$ cat config.mk
export PLATFORM = sky130hd
export DESIGN_NAME = lcd1602_bus_arbiter
export DESIGN_NICKNAME = d
export VERILOG_FILES = /design/src/rtl/lcd1602_bus_arbiter.sv
export SDC_FILE = /design/constraint.sdc
export NUM_CORES = 1
export LEC_CHECK = 0
export CAP_MARGIN = 0
export CORE_AREA = 2 2 81 83
export DETAILED_ROUTE_END_ITERATION = 8
export DIE_AREA = 0 0 83 85
export PLACE_DENSITY = 0.7
export SLEW_MARGIN = 20
export SYNTH_ARGS = -nofsm -noshare
export SYNTH_HDL_FRONTEND = slang
export SYNTH_SLANG_ARGS = --single-unit
$ cat constraint.sdc
create_clock -name clk_i -period 4.99 [get_ports clk_i]
set_clock_uncertainty 0.15 [all_clocks]
set_input_delay 0.998 -clock clk_i [delete_from_list [all_inputs] [get_ports clk_i]]
set_output_delay 0.998 -clock clk_i [all_outputs]
set_load 0.05 [all_outputs]
$ cat src/rtl/lcd1602_bus_arbiter.sv
// Round-robin arbiter sharing one HD44780 8-bit write bus, with self-timed E pulse and lock bursts.
// Optional LCD_ARB_LONG_CMD_EN: clear/home commands (rs=0, data 0x01..0x03) use LongWaitCyc.
module lcd1602_bus_arbiter #(
    parameter int unsigned NumReq      = 3,
    parameter int unsigned SetupCyc    = 4,
    parameter int unsigned PulseCyc    = 25,
    parameter int unsigned HoldCyc     = 4,
    parameter int unsigned WaitCyc     = 2500,
    parameter int unsigned LongWaitCyc = 100000
) (
    input  logic                  clk_i,
    input  logic                  reset_i,
    input  logic [NumReq-1:0]     req_i,
    input  logic [NumReq-1:0]     lock_i,
    input  logic [NumReq-1:0]     rs_in_i,
    input  logic [8*NumReq-1:0]   data_in_i,
    output logic [NumReq-1:0]     grant_o,
    output logic [NumReq-1:0]     done_o,
    output logic                  busy_o,
    output logic                  lcd_rs_o,
    output logic                  lcd_rw_o,
    output logic                  lcd_enable_o,
    output logic [7:0]            lcd_data_o
);

    localparam int unsigned MaxA   = (SetupCyc > PulseCyc) ? SetupCyc : PulseCyc;
    localparam int unsigned MaxB   = (HoldCyc > WaitCyc) ? HoldCyc : WaitCyc;
    localparam int unsigned MaxC   = (MaxA > MaxB) ? MaxA : MaxB;
    localparam int unsigned MaxCyc = (MaxC > LongWaitCyc) ? MaxC : LongWaitCyc;
    localparam int unsigned CntW   = $clog2(MaxCyc) + 1;
    localparam int unsigned IdxW   = (NumReq > 1) ? $clog2(NumReq) : 1;

    typedef enum logic [2:0] {StIdle, StSetup, StPulse, StHold, StWait} state_e;

    state_e              state_q, state_d;
    logic [CntW-1:0]     cnt_q, cnt_d;
    logic [NumReq-1:0]   grant_q, grant_d;
    logic [IdxW-1:0]     owner_q, owner_d;
    logic                lcd_rs_q, lcd_rs_d;
    logic [7:0]          lcd_data_q, lcd_data_d;
    logic [IdxW-1:0]     rr_q, rr_d;
    logic                lock_vld_q, lock_vld_d;
    logic [IdxW-1:0]     lock_idx_q, lock_idx_d;

    logic                win_vld;
    logic [IdxW-1:0]     win_idx;
    logic [IdxW-1:0]     cand;
    logic                win_rs;
    logic [7:0]          win_data;
    logic [NumReq-1:0]   win_grant;
    logic [CntW-1:0]     wait_load;
    logic                last;

    assign last = (cnt_q == '0);

    // A held lock wins outright; a dropped lock falls through to round-robin in the same cycle.
    always_comb begin
        win_vld = 1'b0;
        win_idx = '0;
        cand    = '0;
        if (lock_vld_q && req_i[lock_idx_q]) begin
            win_vld = 1'b1;
            win_idx = lock_idx_q;
        end else begin
            for (int unsigned k = 0; k < NumReq; k++) begin
                cand = IdxW'((32'(rr_q) + k) % NumReq);
                if (!win_vld && req_i[cand]) begin
                    win_vld = 1'b1;
                    win_idx = cand;
                end
            end
        end
        win_rs    = 1'b0;
        win_data  = 8'h00;
        win_grant = '0;
        for (int unsigned i = 0; i < NumReq; i++) begin
            if (win_idx == IdxW'(i)) begin
                win_rs       = rs_in_i[i];
                win_data     = data_in_i[8*i +: 8];
                win_grant[i] = 1'b1;
            end
        end
    end

    always_comb begin
`ifdef LCD_ARB_LONG_CMD_EN
        if (!lcd_rs_q && (lcd_data_q inside {8'h01, 8'h02, 8'h03})) begin
            wait_load = CntW'(LongWaitCyc - 1);
        end else begin
            wait_load = CntW'(WaitCyc - 1);
        end
`else
        wait_load = CntW'(WaitCyc - 1);
`endif
    end

    always_ff @(posedge clk_i) begin
        if (reset_i) begin
            state_q    <= StIdle;
            cnt_q      <= '0;
            grant_q    <= '0;
            owner_q    <= '0;
            lcd_rs_q   <= 1'b0;
            lcd_data_q <= 8'h00;
            rr_q       <= '0;
            lock_vld_q <= 1'b0;
            lock_idx_q <= '0;
        end else begin
            state_q    <= state_d;
            cnt_q      <= cnt_d;
            grant_q    <= grant_d;
            owner_q    <= owner_d;
            lcd_rs_q   <= lcd_rs_d;
            lcd_data_q <= lcd_data_d;
            rr_q       <= rr_d;
            lock_vld_q <= lock_vld_d;
            lock_idx_q <= lock_idx_d;
        end
    end

    always_comb begin
        state_d    = state_q;
        cnt_d      = cnt_q;
        grant_d    = grant_q;
        owner_d    = owner_q;
        lcd_rs_d   = lcd_rs_q;
        lcd_data_d = lcd_data_q;
        rr_d       = rr_q;
        lock_vld_d = lock_vld_q;
        lock_idx_d = lock_idx_q;
        unique case (state_q)
            StIdle: begin
                if (lock_vld_q && !req_i[lock_idx_q]) begin
                    lock_vld_d = 1'b0;
                end
                if (win_vld) begin
                    state_d    = StSetup;
                    cnt_d      = CntW'(SetupCyc - 1);
                    owner_d    = win_idx;
                    grant_d    = win_grant;
                    lcd_rs_d   = win_rs;
                    lcd_data_d = win_data;
                end
            end
            StSetup: begin
                if (last) begin
                    state_d = StPulse;
                    cnt_d   = CntW'(PulseCyc - 1);
                end else begin
                    cnt_d = cnt_q - CntW'(1);
                end
            end
            StPulse: begin
                if (last) begin
                    state_d = StHold;
                    cnt_d   = CntW'(HoldCyc - 1);
                end else begin
                    cnt_d = cnt_q - CntW'(1);
                end
            end
            StHold: begin
                if (last) begin
                    state_d = StWait;
                    cnt_d   = wait_load;
                end else begin
                    cnt_d = cnt_q - CntW'(1);
                end
            end
            StWait: begin
                if (last) begin
                    state_d = StIdle;
                    grant_d = '0;
                    if (lock_i[owner_q]) begin
                        lock_vld_d = 1'b1;
                        lock_idx_d = owner_q;
                    end else begin
                        lock_vld_d = 1'b0;
                        rr_d = (owner_q == IdxW'(NumReq - 1)) ? '0 : owner_q + IdxW'(1);
                    end
                end else begin
                    cnt_d = cnt_q - CntW'(1);
                end
            end
            default: state_d = StIdle;
        endcase
    end

    always_comb begin
        lcd_enable_o = (state_q == StPulse);
        busy_o       = (state_q != StIdle);
        done_o       = (state_q == StWait && last) ? grant_q : '0;
    end

    assign grant_o    = grant_q;
    assign lcd_rs_o   = lcd_rs_q;
    assign lcd_rw_o   = 1'b0;
    assign lcd_data_o = lcd_data_q;

endmodule

==> results.cfg <==
[logic_synthesis]
synthCells = 338
ys_async_sr_fraction_pct = 0
ys_seq_elements = 40
yosys.area_share.simple_pct = 29.7
yosysUniqueCellTypes = 59
synth.top_cell.area_share_pct = 29.5
ys.flop_type = dfxtp_1
yosys-top-cells-area = dfxtp_1 (30%), mux2i_1 (9.2%), a21oi_1 (5.0%)
synth_top_family_by_area = simple AND/OR/NAND/NOR gates
synth_enable_flop_cells = 0
avgSynthCellArea_um2 = 8.02
netlist_area_um2 = 2710
synth-warning-count = 0
synthXorXnorAreaFrac_pct = 0.646
synthAdderAreaFrac_pct = 2.77
synth_compound_area_share_pct = 21.4
yosysSeqAreaShare_pct = 29.5
yosysTopAreaCell = dfxtp_1
synthMuxAreaShare_pct = 9.65
syn-num-nets = 379

[die]
die_x_um = 83
rows = 29
pin_count = 53
die-area_um2 = 7060
die_y_um = 85
start_util_pct = 43.7
core-area_um2 = 6200

[clock_network]
clock_latency_ns = 0.30
postCtsSetupBuffers = 0
cts_tree = built
cts-root-buf = clkbuf_8
path_clk_slew_ns = 0.09
cts_hold_buf = 0
cts_made_buffers = 5
ctsResizeCount = 0
cts_buffer_depth = 2
htree_levels = 2
numClockSinks = 40

[setup_path]
reg2reg_depth = 6
cp-startpoint = cnt_q[5]$_SDFFE_PP0P_
worstPathArrival_ns = 3.29
crit_type = reg -> out
worstPathMaxFanout = 8
reg2reg_from = cnt_q[5]$_SDFFE_PP0P_
required_ns = 3.84
critPathCaptureType = output pin
cp-start-kind = flip-flop

[routing]
antenna_left = 0
wl_um = 7190
routed_via_density = 5.96
dr.pass1.iters = 5
vias = 2722
wl_per_cell_um = 15.7
drt-initial-drc-count = 220
post-route-drc-count = 0

[placement]
place.gp.congestion = 0.859
dp_hpwl_um = 5250
portBuffers = 51

[cells_and_area]
multiInputGateArea_um2 = 1760
seqCellArea_um2 = 801
fin_nets = 420
area_growth_pct = 23.8
layout_commonest_cell = clkdlybuf4s50_1
antenna_cells = 0
final_cell_mix = clkdlybuf4s50_1 (51), dfxtp_1 (40), a21oi_1 (27)
fillers = 597
drive_gt1_share_pct = 6.32

[sta]
period_share_pct = 88.9
rsz0062_at_grt = false
setup_tns_ns = 0
timing.final.hold_violations = 0
slew_headroom_pct = 35.3
worst_pin_slew_ns = 0.964
slew_viol_final = 0
final-setup-viol-count = 0
clock.fmax_mhz = 225
fin_crit_ns = 4.44

[hold_path]
hold_class = reg -> reg
hold_depth = 2
hp-start = grant_o[0]$_SDFFE_PP0P_

[power]
totalPowerFinal_mw = 2.01
p_leak_nw = 1.18
power_density_nw_per_um2 = 599
peakVddDrop_uv = 273

[grt]
overflow = 0
grtUsageTotal_pct = 20.4
grt_max_degree = 45
grt_pass1_vias = 2625
grt_pass1_wl_um = 12100
antenna_found_initial = 0

[run]
max_cap_viol_count = 0

[outcome]
status = complete, no violations
-- worst max-delay path, cell delays in order (launching register included) --
cell and delay [ns]:
dfxtp_1 0.37, or4_4 0.58, or4_4 0.48, nor3_1 0.54, and2_1 0.21, clkdlybuf4s50_1 0.81
-- per-layer routing --
| metal | track usage [%] | wire, um | vias to the layer above |
|---|---|---|---|
| met4 | 5.37 | 86 | 0 |
| li1 | - | - | 1356 |
| met1 | 26.5 | 3220 | 1277 |
| met2 | 35.6 | 3560 | 81 |
| met3 | 3.21 | 324 | 8 |
| met5 | 0 | 0 | - |
-- kinds of logic after synthesis --
family | after synthesis
AO/OA/AOI/OAI | 84
XOR/XNOR | 2
adder cells (fa/ha/maj) | 6
buffers and inverters | 38
flip-flops | 40
multiplexers | 26
other | 1
AND/OR/NAND/NOR | 141
-- final cells by class --
| class | instances | area share, % |
|---|---|---|
| Multi-Input combinational cell | 260 | 52.4 |
| Sequential cell | 40 | 23.9 |
| Timing Repair Buffer | 56 | 16.3 |
| Tap cell | 77 | 2.87 |
| Clock buffer | 5 | 2.05 |
| Inverter | 16 | 1.79 |
| Clock inverter | 3 | 0.709 |
-- through the flow --
stage                     hold WS, ns  util [%]  std cells  area [um2]  setup WS (ns)
after CTS                       0.349      54.1        457        3350          0.529
after global placement          0.329      52.6        449        3260          0.965
after global routing            0.376      54.1        457        3350          0.395
final                           0.345      54.1        457        3350          0.555
after floorplan                 0.318         -        338        2710           1.56
after detailed placement        0.331      52.6        449        3260          0.849
-- power by group --
part | switching, mW | total (mW) | internal [mW]
Clock | 0.123 | 0.222 | 0.0990
Combinational | 0.757 | 1.26 | 0.503
Sequential | 0.112 | 0.530 | 0.418
Total | 0.991 | 2.01 | 1.02
-- synth_stat cells, types with 7 or more instances --
| cell type | count |
|---|---|
| a21oi_1 | 27 |
| clkbuf_1 | 14 |
| dfxtp_1 | 40 |
| inv_1 | 16 |
| mux2i_1 | 25 |
| nand2_1 | 22 |
| nand2b_1 | 7 |
| nand3_1 | 25 |
| nand3b_1 | 13 |
| nor2_1 | 22 |
| o221ai_1 | 9 |
| or4_1 | 14 |
-- worst paths after layout --
check	to	slack, ns
worst max-delay path	done_o[0]	0.55
worst min-delay path	grant_o[0]$_SDFFE_PP0P_	0.34
worst max register to register	cnt_q[14]$_SDFFE_PP0P_	1.90
worst min register to register	grant_o[0]$_SDFFE_PP0P_	0.34
-- flip-flops by register name, summed over array words and instances, names as in the netlist --
signal,cells
cnt_q,18
lcd_data_o,8
owner_q,2
lock_vld_q,1
grant_o,3
state_q,3
lcd_rs_o,1
rr_q,2
lock_idx_q,2
Power figures use the tool's default switching activity.
